## config.mk

```make
export PLATFORM = sky130hd
export DESIGN_NAME = btn_debounce_flat
export DESIGN_NICKNAME = d
export VERILOG_FILES = /design/src/rtl/btn_pkg.sv /design/src/rtl/btn_debounce_if.sv /design/src/rtl/btn_debounce_ch.sv /design/src/rtl/btn_debounce.sv /design/src/flat_wrapper.sv
export SDC_FILE = /design/constraint.sdc
export NUM_CORES = 1
export LEC_CHECK = 0
export ABC_AREA = 1
export BUFFER_PORTS_ARGS = -buffer_cell sky130_fd_sc_hd__buf_2
export CAP_MARGIN = 20
export CORE_UTILIZATION = 35
export CTS_CLUSTER_SIZE = 24
export DETAILED_ROUTE_END_ITERATION = 7
export GPL_ROUTABILITY_DRIVEN = 0
export SLEW_MARGIN = 5
export SYNTH_ARGS = -nofsm -noshare
export SYNTH_HDL_FRONTEND = slang
export SYNTH_HIERARCHICAL = 1
export SYNTH_SLANG_ARGS = --single-unit
```

## constraint.sdc

```tcl
create_clock -name Clk -period 1.37 [get_ports Clk]
set_input_delay 0 -clock Clk [delete_from_list [all_inputs] [get_ports Clk]]
set_output_delay 0 -clock Clk [all_outputs]
set_load 0.02 [all_outputs]
```

## src/rtl/btn_pkg.sv

```systemverilog
// Shared types and constants for the pushbutton debouncer.
// Holds the channel state encoding and the counter sizing helper.
package btn_pkg;

   typedef enum logic {
      STABLE   = 1'b0,
      CHANGING = 1'b1
   } state_t;

   localparam int DB_CYCLES_DEFAULT = 500000;
   localparam int SYNC_STAGES       = 2;

   // Width able to hold DB_CYCLES-1; never narrower than one bit.
   function automatic int cnt_width(input int cycles);
      return (cycles < 2) ? 1 : $clog2(cycles);
   endfunction

endpackage

```

## src/rtl/btn_debounce_if.sv

```systemverilog
// Button bundle: raw inputs toward the debouncer, clean outputs back.
// The board/bench side is master, the debouncer is slave.
interface btn_debounce_if #(
   parameter int N_BTN = 2
);

   logic [N_BTN-1:0] BtnIn;
   logic [N_BTN-1:0] BtnLevel;
   logic [N_BTN-1:0] BtnPress;
   logic [N_BTN-1:0] BtnRelease;

   modport master (
      output BtnIn,
      input  BtnLevel,
      input  BtnPress,
      input  BtnRelease
   );

   modport slave (
      input  BtnIn,
      output BtnLevel,
      output BtnPress,
      output BtnRelease
   );

endinterface

```

## src/rtl/btn_debounce_ch.sv

```systemverilog
// One debounce channel: 2-flop synchroniser, STABLE/CHANGING FSM,
// persistence counter and registered level/press/release outputs.
module btn_debounce_ch
   import btn_pkg::*;
#(
   parameter int DB_CYCLES = DB_CYCLES_DEFAULT
) (
   input  logic Clk,
   input  logic Rst,
   input  logic btn_in,
   output logic level,
   output logic press,
   output logic rel
);

   localparam int CW = cnt_width(DB_CYCLES);
   localparam logic [CW-1:0] CNT_LAST = CW'(DB_CYCLES - 1);
   localparam logic [CW-1:0] CNT_ONE  = CW'(1);

   logic [SYNC_STAGES-1:0] sync;
   logic                   s;
   state_t                 state;
   state_t                 state_n;
   logic [CW-1:0]          cnt;
   logic [CW-1:0]          cnt_n;
   logic                   level_n;
   logic                   press_n;
   logic                   rel_n;

   // Bring the asynchronous button into the clock domain.
   always_ff @(posedge Clk or negedge Rst) begin
      if (!Rst) sync <= '0;
      else      sync <= {sync[SYNC_STAGES-2:0], btn_in};
   end

   assign s = sync[SYNC_STAGES-1];

   // State, counter and output registers.
   always_ff @(posedge Clk or negedge Rst) begin
      if (!Rst) begin
         state <= STABLE;
         cnt   <= '0;
         level <= 1'b0;
         press <= 1'b0;
         rel   <= 1'b0;
      end else begin
         state <= state_n;
         cnt   <= cnt_n;
         level <= level_n;
         press <= press_n;
         rel   <= rel_n;
      end
   end

   // A mismatch must persist DB_CYCLES edges; any match restarts it.
   always_comb begin
      state_n = state;
      cnt_n   = cnt;
      level_n = level;
      press_n = 1'b0;
      rel_n   = 1'b0;
      unique case (state)
         STABLE: begin
            if (s != level) begin
               state_n = CHANGING;
               cnt_n   = CNT_ONE;
            end else begin
               cnt_n   = '0;
            end
         end
         CHANGING: begin
            if (s == level) begin
               state_n = STABLE;
               cnt_n   = '0;
            end else if (cnt == CNT_LAST) begin
               state_n = STABLE;
               cnt_n   = '0;
               level_n = s;
               press_n = s;
               rel_n   = ~s;
            end else begin
               cnt_n   = cnt + CNT_ONE;
            end
         end
         default: begin
            state_n = STABLE;
            cnt_n   = '0;
         end
      endcase
   end

endmodule

```

## src/rtl/btn_debounce.sv

```systemverilog
// Multi-channel button conditioner: one independent debounce
// channel per input bit, outputs gathered back into the bundle.
module btn_debounce
   import btn_pkg::*;
#(
   parameter int N_BTN     = 2,
   parameter int DB_CYCLES = DB_CYCLES_DEFAULT
) (
   input logic       Clk,
   input logic       Rst,
   btn_debounce_if.slave bus
);

   for (genvar i = 0; i < N_BTN; i++) begin : g_ch
      btn_debounce_ch #(
         .DB_CYCLES (DB_CYCLES)
      ) u_ch (
         .Clk    (Clk),
         .Rst    (Rst),
         .btn_in (bus.BtnIn[i]),
         .level  (bus.BtnLevel[i]),
         .press  (bus.BtnPress[i]),
         .rel    (bus.BtnRelease[i])
      );
   end

endmodule

```

## src/flat_wrapper.sv

```systemverilog
// flat-port wrapper written by rule: the top's interface ports become plain ports
module btn_debounce_flat import btn_pkg::*;
#(
   parameter int N_BTN     = 2,
   parameter int DB_CYCLES = DB_CYCLES_DEFAULT
)
  (Clk, Rst, bus_BtnIn, bus_BtnLevel, bus_BtnPress, bus_BtnRelease);
  btn_debounce_if #(.N_BTN(N_BTN)) bus_i ();
  input logic Clk;
  input logic Rst;
  input wire logic [$bits(bus_i.BtnIn)-1:0] bus_BtnIn;
  output wire logic [$bits(bus_i.BtnLevel)-1:0] bus_BtnLevel;
  output wire logic [$bits(bus_i.BtnPress)-1:0] bus_BtnPress;
  output wire logic [$bits(bus_i.BtnRelease)-1:0] bus_BtnRelease;
  assign bus_i.BtnIn = bus_BtnIn;
  assign bus_BtnLevel = bus_i.BtnLevel;
  assign bus_BtnPress = bus_i.BtnPress;
  assign bus_BtnRelease = bus_i.BtnRelease;
  btn_debounce #(.N_BTN(N_BTN), .DB_CYCLES(DB_CYCLES)) u_core (.Clk(Clk), .Rst(Rst), .bus(bus_i));
endmodule
```

==> reports/qor.txt <==
Core footprint - 0.00830 mm²
Routed wire length - 7200 µm
CP Data Arrival Time - 1.61 ns
DRC Markers - 0
Yosys warns - 6
Failing checks - negative setup slack
Initial DRC Count - 153
DIE HEIGHT - 95.1 µm
Largest stage delay, worst path - 0.41 ns
Stages on worst setup path - 8
Fin nets - 453
P_leak - 1.60 nW
Initial core utilization - 36.5%
Synth Area per Inst - 7.62 µm²
Max Root-Sink Buffers - 2
R2r setup slk - -0.04 ns
Crit share post-route - 103%
Max Fclk - 708 MHz
DP Wirelength - 4870 µm
Skew final - 0.0144 ns
Final hold violations - 0
Drt first pass iters - 5
RSZ-0062 raised after global routing - true
R2R Path End - u_core/g_ch[0].u_ch/cnt[0]
Sequential-to-total area share from yosys stat - 41.3%
Critical Path Source - u_core/g_ch[0].u_ch/cnt[0]
Worst-path clk slew - 0.09 ns
Cell area after synthesis - 0.00303 mm²
Critical path required time - 1.57 ns
Port buffer count - 9
Initial antenna violation count - 0
Dpl cell area - 0.00335 mm²
DRT antenna net count - 0
Skew-Pair Late Insertion Delay - 0.30 ns
Antenna cells - 0
Total of max-cap violations - 0
Vias per cell - 4.78
Unique masters post-synth - 26
# IOs - 10
Num Clock Sinks - 50
Pins over their slew limit - 0
WP buf/inv - 1
Launch point of the worst reg-to-reg path - u_core/g_ch[0].u_ch/cnt[0]
Largest net degree at the start of global routing - 51
Post-layout min period - 1.41 ns
Worst-Margin Slew - 0.356 ns
Synth Register Bits - 50
Full die area - 0.00904 mm²
Crit-path max FO - 7
Vias - 2638
CTS tree - yes
Syn nets - 404
Maximum vdd drop - 0.551 mV
Status - finished with violations
H-tree depth - 2
Worst Setup EP - u_core/g_ch[0].u_ch/cnt[0]
First-pass GRT wire length - 11400 µm
Die width - 95.1 µm
Cells after synthesis - 398
Critical Path End Type - flop
Row count - 33
Routed len/inst - 13.0 µm
Final instance area - 0.00390 mm²
GRT Residual Overflow - 0
Worst Reg-to-Reg Cells - 8
PD cells - 743 mW/mm²
Setup TNS Final - -0.419 ns
Worst min path class - in2async
Setup slack after layout - -0.0417 ns
CTS root buf - clkbuf_8
TritonCTS buffer count - 5
Number of global-route vias before repair - 2427
Worst rel slew slack - 76.0%
Crit path kind - reg2reg
GR Util All Layers - 16.3%
Final Setup Violations - 19
Layout cells sized above 1 - 36.0%
Startpoint Class - flop
Slowest-stage cell, CP - dfrtp_1
Area Overhead vs Synth - 28.6%
Critical-path cell list - ha_4 -> nand2_4 -> inv_6 -> nand2_8 -> nor2_4 -> nand2_4 -> nand2_8 -> o21ai_2
Family with the most delay on the worst path - simple AND/OR/NAND/NOR gates
## cell usage after synthesis, drive strengths merged
cell type / instances / area [µm²]
nor3b: 2 / 15.0
xnor2: 2 / 17.5
o21ai: 4 / 20.0
xor2: 14 / 123
nor3: 6 / 30.0
inv: 50 / 188
buf: 4 / 55.1
nand4: 10 / 62.6
a21oi: 6 / 37.5
nand2: 104 / 460
nand3: 30 / 160
nor2b: 2 / 12.5
nor4: 2 / 12.5
nor2: 108 / 548
ha: 2 / 25.0
nand3b: 2 / 15.0
dfrtp: 50 / 1250
## cell families after synthesis
group,count (synthesis),share of synthesized area [%]
AOI/OAI and AO/OA,10,1.90
xor gates and xnor gates,16,4.62
adders and majority gates,2,0.825
buffers and inverters,54,8.00
DFF,50,41.3
and+or+nand+nor,266,43.4
## area by class of cell
class	count	area [µm²]
clock buffer	6	82.6
clock inverter	1	30.0
fill	777	4400
inverter	50	198
multi-input combinational	296	1860
sequential	50	1260
tap	105	131
timing repair buffer	44	335
## placed cells by master, fill, tap and decap left out, drive strengths merged, types with 4 or more instances in the layout
cell and n:
dfrtp 50, o21ai 4, nand4 10, xor2 14, clkbuf 6, nor2 108, nor3 6, a21oi 6
buf 41, nand2 106, inv 50, nand3 30
## how the worst min path moves through the flow
stage / slack (ns) / endpoint / start
6_report: 0.20 / u_core/g_ch[0].u_ch/cnt[12] / Rst
5_1_grt: 0.24 / u_core/g_ch[0].u_ch/cnt[15] / Rst
4_1_cts: 0.22 / u_core/g_ch[0].u_ch/cnt[15] / Rst
3_5_place_dp: 0.01 / u_core/g_ch[0].u_ch/cnt[15] / Rst
3_3_place_gp: 0.01 / u_core/g_ch[0].u_ch/cnt[13] / Rst
2_1_floorplan: -0.30 / u_core/g_ch[0].u_ch/cnt[0] / Rst
## power by group
part | total [mW] | switching [mW] | internal (mW)
clock network | 1.07 | 0.484 | 0.585
registers | 1.53 | 0.0218 | 1.50
logic | 0.303 | 0.195 | 0.109
## metrics by stage
stage / cells / utilization (%) / setup slack (ns) / hold slack (ns) / total power [mW]
final: 552 / 47.0 / -0.0417 / 0.197 / 2.90
after global routing: 552 / 47.0 / -0.129 / 0.243 / 3.02
after CTS: 545 / 43.4 / -0.0288 / 0.218 / 2.89
after detailed placement: 533 / 40.4 / -0.121 / 0.0119 / 1.78
after global placement: 533 / 40.4 / -0.0314 / 0.0101 / 1.77
after floorplan: 398 / - / 0.0451 / -0.296 / 1.70
## sequential cells by signal (all words and copies together), names as in the netlist
name / cells
u_core/g_ch.u_ch/cnt: 38
u_core/g_ch.u_ch/sync: 4
u_core/g_ch.u_ch/level: 2
u_core/g_ch.u_ch/press: 2
u_core/g_ch.u_ch/rel: 2
u_core/g_ch.u_ch/state: 2
## per-layer routing
metal	wire (µm)	track usage, %	vias to the layer above
met5	0	0	-
met4	85	4.17	0
met3	322	2.71	7
met2	3340	25.1	57
met1	3450	23.7	1247
li1	-	-	1327
## worst min-delay path, cell delays in order
cell and delay (ns):
dlygate4sd3_1 0.52, buf_2 0.12, buf_12 0.25
## repair_timing
item	in CTS	in global routing
hold endpoints to repair	52	0
gates cloned	1	1
setup buffers	1	6
hold buffers	3	0
setup endpoints to repair	38	44
pin swaps	13	38
resized for setup	19	58
Note: power is estimated with default switching activity, not from simulation.
